==> config.mk <==
export PLATFORM = sky130hd
export DESIGN_NAME = powlib_cdc_hsrx
export DESIGN_NICKNAME = d
export VERILOG_FILES = /design/src/rtl/powlib_cdc_pkg.sv /design/src/rtl/powlib_cdc_sync.sv /design/src/rtl/powlib_cdc_hsrx.sv
export SDC_FILE = /design/constraint.sdc
export NUM_CORES = 1
export LEC_CHECK = 0
export ABC_AREA = 1
export CORE_MARGIN = 5
export CORE_UTILIZATION = 43
export CTS_CLUSTER_SIZE = 14
export DETAILED_ROUTE_END_ITERATION = 16
export PLACE_DENSITY = 0.82
export SYNTH_ARGS = -nofsm -noshare
export SYNTH_HDL_FRONTEND = slang
export SYNTH_SLANG_ARGS = --single-unit
==> constraint.sdc <==
create_clock -name clk -period 1.7 [get_ports clk]
set_clock_uncertainty 0.05 [all_clocks]
set_input_delay 0.255 -clock clk [delete_from_list [all_inputs] [get_ports clk]]
set_output_delay 0.255 -clock clk [all_outputs]
set_load 0.03 [all_outputs]
==> src/rtl/powlib_cdc_pkg.sv <==
// Shared definitions for the powlib toggle-handshake CDC blocks.
package powlib_cdc_pkg;

  // Responder FSM: IDLE has no word presented, HOLD presents dout.
  typedef enum logic {
    IDLE = 1'b0,
    HOLD = 1'b1
  } cdc_state_e;

  // Default and legal range of synchronizer depth on toggle paths.
  localparam int CDC_S_DEF = 2;
  localparam int CDC_S_MIN = 2;
  localparam int CDC_S_MAX = 4;

endpackage

==> src/rtl/powlib_cdc_sync.sv <==
// S-stage single-bit synchronizer, async active-low reset to 0.
// Shared by the receiver (req path) and the transmitter (ack path).
module powlib_cdc_sync
  import powlib_cdc_pkg::*;
#(
  parameter int S = CDC_S_DEF
) (
  input  logic clk,
  input  logic rst,
  input  logic d,
  output logic q
);

  if (S < CDC_S_MIN || S > CDC_S_MAX) begin : g_bad_depth
    $error("powlib_cdc_sync: S=%0d outside legal range %0d..%0d", S, CDC_S_MIN, CDC_S_MAX);
  end

  logic [S-1:0] sync_q;
  logic [S-1:0] sync_d;

  // Shift the asynchronous input one stage deeper every clock.
  always_comb begin
    sync_d = {sync_q[S-2:0], d};
  end

  // Synchronizer flops; cleared immediately on reset.
  always_ff @(posedge clk or negedge rst) begin
    if (!rst) begin
      sync_q <= '0;
    end else begin
      sync_q <= sync_d;
    end
  end

  assign q = sync_q[S-1];

endmodule

==> src/rtl/powlib_cdc_hsrx.sv <==
// Responder end of a 2-phase toggle handshake: synchronizes req_tgl,
// captures the sender's held word, presents it on valid/ready and
// returns ack_tgl only on the capture edge so din stays stable until then.
module powlib_cdc_hsrx
  import powlib_cdc_pkg::*;
#(
  parameter int           W    = 16,
  parameter int           S    = CDC_S_DEF,
  parameter logic [W-1:0] INIT = '0
) (
  input  logic         clk,
  input  logic         rst,
  input  logic         req_tgl,
  input  logic [W-1:0] din,
  output logic         ack_tgl,
  output logic [W-1:0] dout,
  output logic         dout_vld,
  input  logic         dout_rdy,
  output logic         busy
);

  logic         req_sync;
  logic         req_pend;
  logic         capture;

  cdc_state_e   state_q,    state_d;
  logic         req_seen_q, req_seen_d;
  logic         ack_q,      ack_d;
  logic [W-1:0] dout_q,     dout_d;

  powlib_cdc_sync #(
    .S (S)
  ) u_req_sync (
    .clk (clk),
    .rst (rst),
    .d   (req_tgl),
    .q   (req_sync)
  );

  assign req_pend = req_sync ^ req_seen_q;

  // Next-state logic: capture when empty, or when the held word is taken
  // in the same cycle so back-to-back words flow with no bubble.
  always_comb begin
    state_d    = state_q;
    req_seen_d = req_seen_q;
    ack_d      = ack_q;
    dout_d     = dout_q;
    capture    = 1'b0;

    case (state_q)
      IDLE: begin
        if (req_pend) begin
          capture = 1'b1;
        end
      end
      HOLD: begin
        if (dout_rdy) begin
          if (req_pend) begin
            capture = 1'b1;
          end else begin
            state_d = IDLE;
          end
        end
      end
      default: begin
        state_d = IDLE;
      end
    endcase

    if (capture) begin
      dout_d     = din;
      req_seen_d = req_sync;
      ack_d      = ~ack_q;
      state_d    = HOLD;
    end
  end

  // State registers; reset discards any held word immediately.
  always_ff @(posedge clk or negedge rst) begin
    if (!rst) begin
      state_q    <= IDLE;
      req_seen_q <= 1'b0;
      ack_q      <= 1'b0;
      dout_q     <= INIT;
    end else begin
      state_q    <= state_d;
      req_seen_q <= req_seen_d;
      ack_q      <= ack_d;
      dout_q     <= dout_d;
    end
  end

  assign ack_tgl  = ack_q;
  assign dout     = dout_q;
  assign dout_vld = (state_q == HOLD);
  assign busy     = req_pend | dout_vld;

endmodule

==> out/results.md, run 1 <==
| Result | This run |
|---|---|
| Outcome | completed |
| Share of the synthesized area in the top cell type | 60.7% |
| Die extent in y | 54.9 um |
| Clock buffer depth | 2 |
| Number of global-route vias before repair | 798 |
| Relative max-transition margin | 77.8% |
| Number of cell rows | 16 |
| Cell count of the worst reg-to-reg path | 6 |
| Sum Neg Setup Slack | 0 ns |
| Core ar. | 1940 um2 |
| Buf/Inv on CP | 1 |
| Global-route wire length before repair | 3.24 mm |
| Via count | 771 |
| Worst IR drop on VDD | 0.000750 V |
| Avg Synthesized Cell Area | 9.51 um2 |
| Power per standard cell area | 1180 nW/um2 |
| Final cell utilization of the core | 68.5% |
| Clock tree from TritonCTS | done |
| Pins over their slew limit | 0 |
| Initial antenna violation count | 0 |
| Gp weighted congestion | 0.685 |
| Fraction of final layout cells with drive strength greater than 1 | 11.2% |
| Ports | 39 |
| Count of final setup violators | 0 |
| H-tree depth | 1 |
| Min-Delay Path Class | in2async |
| Effective utilization at floorplan | 44.6% |
| Detail Route Antenna Nets | 0 |
| Total inserted antenna cells | 0 |
| WP depth | 1 |
| R2r startpoint | req_seen_q$_DFFE_PN0P_ |
| TritonCTS buffer count | 3 |
| Largest cells by area after synthesis | dfrtp_1 (61%), nand2_1 (17%), nand3_1 (9.8%) |
| Worst Setup End Kind | output pin |
| DR WL/cell | 12.8 um |
| Clock insertion delay at the later pin of the skew report | 0.30 ns |
| Count of distinct cell types in the synthesized netlist | 13 |
| Post-layout nets | 155 |
| Unrepaired setup endpoints after global routing | no |
| Required time worst endpoint | 1.39 ns |
| Post-synthesis cell count | 91 |
| Synth area leader | dfrtp_1 |
| HPWL after DPL | 1.51 mm |
| Pleak | 0.763 nW |
| CTS clk-pin slew, worst paths | 0.12 ns |
| Worst Max-Slew Pin Slew | 0.333 ns |
| Time the worst path needs with I/O delays and setup | 1.66 ns |
| Highest clock rate | 602 MHz |
| Tot GR Track Use | 15.4% |
| Critical Path Start Type | flip-flop |
| Critical-path maximum fanout | 2 |
| Worst path arrival time | 1.36 ns |
| Number of warning messages in the yosys log | 0 |
| Number of hold-repair buffers added at the cts stage | 0 |
| Remaining global-route overflow | 0 |
| Die width | 54.9 um |
| Count of final hold-check violations | 0 |
| Clk sink count | 21 |
| Setup CP Type | reg2out |
| Synthesized net count | 111 |
| Via count normalized by instance count | 4.79 |
| Capture instance of the worst register-to-register path | dout[1]$_DFFE_PN0P_ |
| Post-synthesis instance area | 866 um2 |
| Worst slack on hold paths | 0.222 ns |
| DR pass1 iterations | 4 |
| Master cell of the clock root buffer | clkbuf_4 |
| Ratio of final minimum period to clock period | 97.6% |
| Kind of cell with the highest combined delay on the critical path | buffers and inverters |
| Number of design rule violations left after detail routing | 0 |
| Largest net degree at the start of global routing | 22 |
| Area enclosed by the die boundary | 3010 um2 |
| Final WL | 2.06 mm |
| Layout-stage area growth over the synthesis result | 53.6% |
| Number of max-cap violations | 0 |
| Worst-path cell with the longest stage delay | clkdlybuf4s50_1 |
| Number of storage elements in the synthesis netlist | 21 |
| Critical-path cell list | clkdlybuf4s50_1 |
| Count of buffers inserted at the top-level ports | 38 |
| Sequential-to-total area share from yosys stat | 60.7% |
| Initial drt markers | 10 |
| Delay of the slowest cell on the worst path | 0.67 ns |
| Worst reg2reg setup slack | 0.49 ns |
what timing repair did:
action	in CTS	in global routing
gates resized for setup	0	10
setup buffers	2	0
pin swaps	1	0
setup endpoints to repair	1	10
worst max-delay path by stage:
stage | endpoint | from | slack [ns]
global placement | busy | req_seen_q$_DFFE_PN0P_ | 0.31
global route | dout[6] | dout[6]$_DFFE_PN0P_ | 0.0006
CTS | dout[1] | dout[1]$_DFFE_PN0P_ | 0.02
floorplan | busy | u_req_sync.sync_q[1]$_DFF_PN0_ | 0.46
detailed placement | dout[1]$_DFFE_PN0P_ | dout_rdy | 0.27
finish | dout[6] | dout[6]$_DFFE_PN0P_ | 0.04
through the flow:
stage | cells | total power, W | area (um2) | setup slack (ns)
global placement | 155 | 0.00134 | 1260 | 0.311
floorplan | 91 | 0.00106 | 866 | 0.461
CTS | 161 | 0.00160 | 1310 | 0.0223
finish | 161 | 0.00157 | 1330 | 0.0400
detailed placement | 155 | 0.00136 | 1260 | 0.272
global route | 161 | 0.00167 | 1330 | 0.000590
layout make-up:
class                      count  area [um2]
inverter                       4        15.0
tap                           27        33.8
timing repair buffer          43         440
fill                         165         612
sequential                    21         526
clock buffer                   3        22.5
clock inverter                 1        5.00
multi-input combinational     62         288
metal layers:
metal	up-vias	wire (um)	global-route usage [%]
li1	372	-	-
met1	364	795	16.9
met2	33	1040	27.0
met3	2	202	4.90
met4	0	19	6.22
met5	-	0	0
cells in the final DEF, fill, tap and decap left out, types with 3 or more instances in the layout:
master and count:
dlymetal6s2s_1 10, clkbuf_4 3, dfrtp_1 21, nand3_1 17, buf_4 6, clkdlybuf4s50_1 27, inv_1 3, nand2_1 39
logic make-up (layout without fill, tap and decap cells):
logic type | after synthesis | count (layout) | synth area share [%]
buf+inv | 8 | 51 | 6.07
flops | 21 | 21 | 60.7
compound gates | 1 | 1 | 0.577
simple gates | 61 | 61 | 32.7
state kept, by name (all words and copies together), names as in the netlist:
signal and cells:
req_seen_q 1, ack_tgl 1, dout 16, u_req_sync.sync_q 2, dout_vld 1
synth_stat cells:
cell type	instances
buf_4	2
buf_6	2
dfrtp_1	21
inv_1	3
inv_2	1
nand2_1	39
nand2_2	1
nand2_4	1
nand3_1	17
nand3_2	1
nand3_4	1
o21ai_0	1
or2_1	1
power by group:
group	switching (W)	leakage [nW]	internal, W
logic	0.000397	0.486	0.000274
registers	0.0000587	0.260	0.000606
clock network	0.000150	0.0177	0.0000878
total	0.000605	0.763	0.000968
No activity file was read; power rests on OpenSTA's default activity.
==> run 2: changes to the inputs <==
--- a/config.mk
+++ b/config.mk
@@ -11,6 +11,7 @@
 export CTS_CLUSTER_SIZE = 14
 export DETAILED_ROUTE_END_ITERATION = 16
 export PLACE_DENSITY = 0.82
+export RECOVER_POWER = 25
 export SYNTH_ARGS = -nofsm -noshare
 export SYNTH_HDL_FRONTEND = slang
 export SYNTH_SLANG_ARGS = --single-unit
==> run 2 against run 1 <==
  * Final cell count did not move
  * Non-clock buffer count unchanged
  * Sequential power barely moved
  * Critical path depth unchanged
  * Worst hold slack better by 0.090 ns
  * Total power fell by 0.13%
  * Utilization shrank 0.19 points
  * Wire length rose by 0.15%
  * Combinational power is essentially flat
  * Largest power group unchanged
==> out/results.md, run 2 (synthesized netlist as in run 1, its figures left out) <==
| Result | This run | vs previous |
|---|---|---|
| CTS clk-pin slew, worst paths | 0.12 ns | about the same |
| TritonCTS buffer count | 3 | unchanged |
| Layout-stage area growth over the synthesis result | 53.2% |  |
| Power per standard cell area | 1180 nW/um2 | +0.15% |
| Capture instance of the worst register-to-register path | dout[1]$_DFFE_PN0P_ |  |
| Largest net degree at the start of global routing | 22 | unchanged |
| Count of final hold-check violations | 0 | unchanged |
| Ratio of final minimum period to clock period | 97.6% | about the same |
| Part of the power in the clock network | 15.1% | about the same |
| Count of buffers inserted at the top-level ports | 38 | unchanged |
| Kind of cell with the highest combined delay on the critical path | buffers and inverters |  |
| Commonest non-fill, non-tap cell in the layout | nand2_1 |  |
| Number of cell rows | 16 | unchanged |
| Total inserted antenna cells | 0 | unchanged |
| Die extent in y | 54.9 um | unchanged |
| Highest clock rate | 602 MHz | about the same |
| Unrepaired setup endpoints after global routing | no |  |
| Number of max-cap violations | 0 | unchanged |
| Post-layout instance count excluding filler cells | 161 | unchanged |
| DR WL/cell | 12.8 um | +0.15% |
| Clk sink count | 21 | unchanged |
| Pleak | 0.760 nW | -0.41% |
| Post-layout nets | 155 | unchanged |
| R2r startpoint | req_seen_q$_DFFE_PN0P_ |  |
| Number of hold-repair buffers added at the cts stage | 0 | unchanged |
| Required time worst endpoint | 1.39 ns | about the same |
| Core ar. | 1940 um2 | unchanged |
| Initial antenna violation count | 0 | unchanged |
| Worst slack on hold paths | 0.312 ns | +0.0901 ns |
| Remaining global-route overflow | 0 | unchanged |
| WP depth | 1 | unchanged |
| Pins over their slew limit | 0 | unchanged |
| Fraction of final layout cells with drive strength greater than 1 | 10.4% | -0.75 points |
| Clock tree from TritonCTS | done |  |
| Critical-path cell list | clkdlybuf4s50_1 |  |
| Initial drt markers | 10 | unchanged |
| Cell count of the worst reg-to-reg path | 6 | unchanged |
| Hold path cells | 0 |  |
| Number of design rule violations left after detail routing | 0 | unchanged |
| Relative max-transition margin | 25.6% | -52 points |
| Outcome | completed |  |
| Count of final setup violators | 0 | unchanged |
| Worst path arrival time | 1.36 ns | about the same |
| Critical Path Start Type | flip-flop |  |
| H-tree depth | 1 | unchanged |
| Leading cell types in the layout, fill and taps excluded | nand2_1 (39), clkdlybuf4s50_1 (25), dfrtp_1 (21) |  |
| Die width | 54.9 um | unchanged |
| Area enclosed by the die boundary | 3010 um2 | unchanged |
| Reported net switching power | 0.000605 W | about the same |
| Tot GR Track Use | 15.4% | unchanged |
| Final WL | 2.06 mm | +0.15% |
| Clock insertion delay at the later pin of the skew report | 0.30 ns | about the same |
| Number of global-route vias before repair | 798 | unchanged |
| Buf/Inv on CP | 1 | unchanged |
| Via count | 771 | unchanged |
| Timing startpoint of the critical path | dout[6]$_DFFE_PN0P_ |  |
| Sum Neg Setup Slack | 0 ns | unchanged |
| Clock buffer depth | 2 | unchanged |
| Global-route wire length before repair | 3.24 mm | unchanged |
| DR pass1 iterations | 4 | unchanged |
| Fraction of power spent switching nets | 38.5% | +0.050 points |
| Delay of the slowest cell on the worst path | 0.67 ns | about the same |
| Setup CP Type | reg2out |  |
| Worst Setup End Kind | output pin |  |
| Inst Count DP | 155 | unchanged |
| Time the worst path needs with I/O delays and setup | 1.66 ns | +0.0000166 ns |
| Combinational share of power | 42.6% | about the same |
| Via count normalized by instance count | 4.79 | unchanged |
| Effective utilization at floorplan | 44.6% | unchanged |
| Worst Max-Slew Pin Slew | 1.12 ns | +0.783 ns |
| Worst reg2reg setup slack | 0.49 ns | about the same |
| Master cell of the clock root buffer | clkbuf_4 |  |
| Max FFs per register | 16 | unchanged |
| HPWL after DPL | 1.51 mm | unchanged |
| Gp weighted congestion | 0.685 | unchanged |
| Min-Delay Path Class | reg2reg |  |
| Number of fill cells | 167 | +1.2% |
| Worst-path cell with the longest stage delay | clkdlybuf4s50_1 |  |
| Detail Route Antenna Nets | 0 | unchanged |
| Capture point of the worst path | dout[6] |  |
| Worst IR drop on VDD | 0.000750 V | about the same |
| Internal portion of total power | 0.000966 W | -0.21% |
| Critical-path maximum fanout | 2 | unchanged |
| Ports | 39 | unchanged |
| Sequential share of power | 42.3% | about the same |
[run 2: changes by cell type in the layout (fill, tap and decap cells not counted), sizes merged]
cell	before	now
clkdlybuf4s50	27	25
dlygate4sd3	0	2
buf	6	5
clkbuf	3	4
[run 2: cell type report]
cell class	count	area, um2	area share [%]
sequential	21	526	39.6
multi-input combinational	62	288	21.7
inverter	4	15.0	1.13
clock buffer	3	22.5	1.70
tap	27	33.8	2.55
timing repair buffer	43	437	32.9
clock inverter	1	5.00	0.377
[run 2: what timing repair did]
item / 4_1_cts / 5_1_grt
gates resized for setup: 0 / 10
pin swaps: 1 / 0
buffers inserted: 2 / 0
endpoints found under the setup margin: 1 / 10
[run 2: worst min path at each step]
stage	to	startpoint
after floorplan	ack_tgl$_DFFE_PN0P_	rst
after global placement	u_req_sync.sync_q[1]$_DFF_PN0_	u_req_sync.sync_q[0]$_DFF_PN0_
after detailed placement	u_req_sync.sync_q[1]$_DFF_PN0_	u_req_sync.sync_q[0]$_DFF_PN0_
after CTS	u_req_sync.sync_q[0]$_DFF_PN0_	rst
after global routing	u_req_sync.sync_q[1]$_DFF_PN0_	u_req_sync.sync_q[0]$_DFF_PN0_
final	u_req_sync.sync_q[1]$_DFF_PN0_	u_req_sync.sync_q[0]$_DFF_PN0_
[run 2: per-layer routing]
metal	track usage (%)	vias up	wire, um
met5	0	-	0
met4	6.22	0	19
met3	4.90	2	202
met2	27.0	33	1040
met1	16.9	364	797
li1	-	372	-
[run 2: power groups by stage]
| stage | sequential (W) | clock, W | combinational, W |
|---|---|---|---|
| after global routing | 0.000679 | 0.000270 | 0.000719 |
| after floorplan | 0.000879 | 0 | 0.000178 |
| after CTS | 0.000668 | 0.000239 | 0.000690 |
| final | 0.000664 | 0.000238 | 0.000669 |
| after global placement | 0.000677 | 0 | 0.000664 |
| after detailed placement | 0.000677 | 0 | 0.000680 |
[run 2: through the flow]
step                power (W)  area (um2)  setup slack, ns  utilization, %
CTS                   0.00160        1310           0.0223            67.2
floorplan             0.00106         866            0.461               -
finish                0.00157        1330           0.0400            68.3
global placement      0.00134        1260            0.311            65.0
detailed placement    0.00136        1260            0.272            65.0
global route          0.00167        1330         0.000590            68.3
==> run 3: changes to the inputs <==
--- a/config.mk
+++ b/config.mk
@@ -6,6 +6,7 @@
 export NUM_CORES = 1
 export LEC_CHECK = 0
 export ABC_AREA = 1
+export CAP_MARGIN = 20
 export CORE_MARGIN = 5
 export CORE_UTILIZATION = 43
 export CTS_CLUSTER_SIZE = 14
==> results of run 3 <==
Final layout, timing and power as in run 2 (identical DEF).
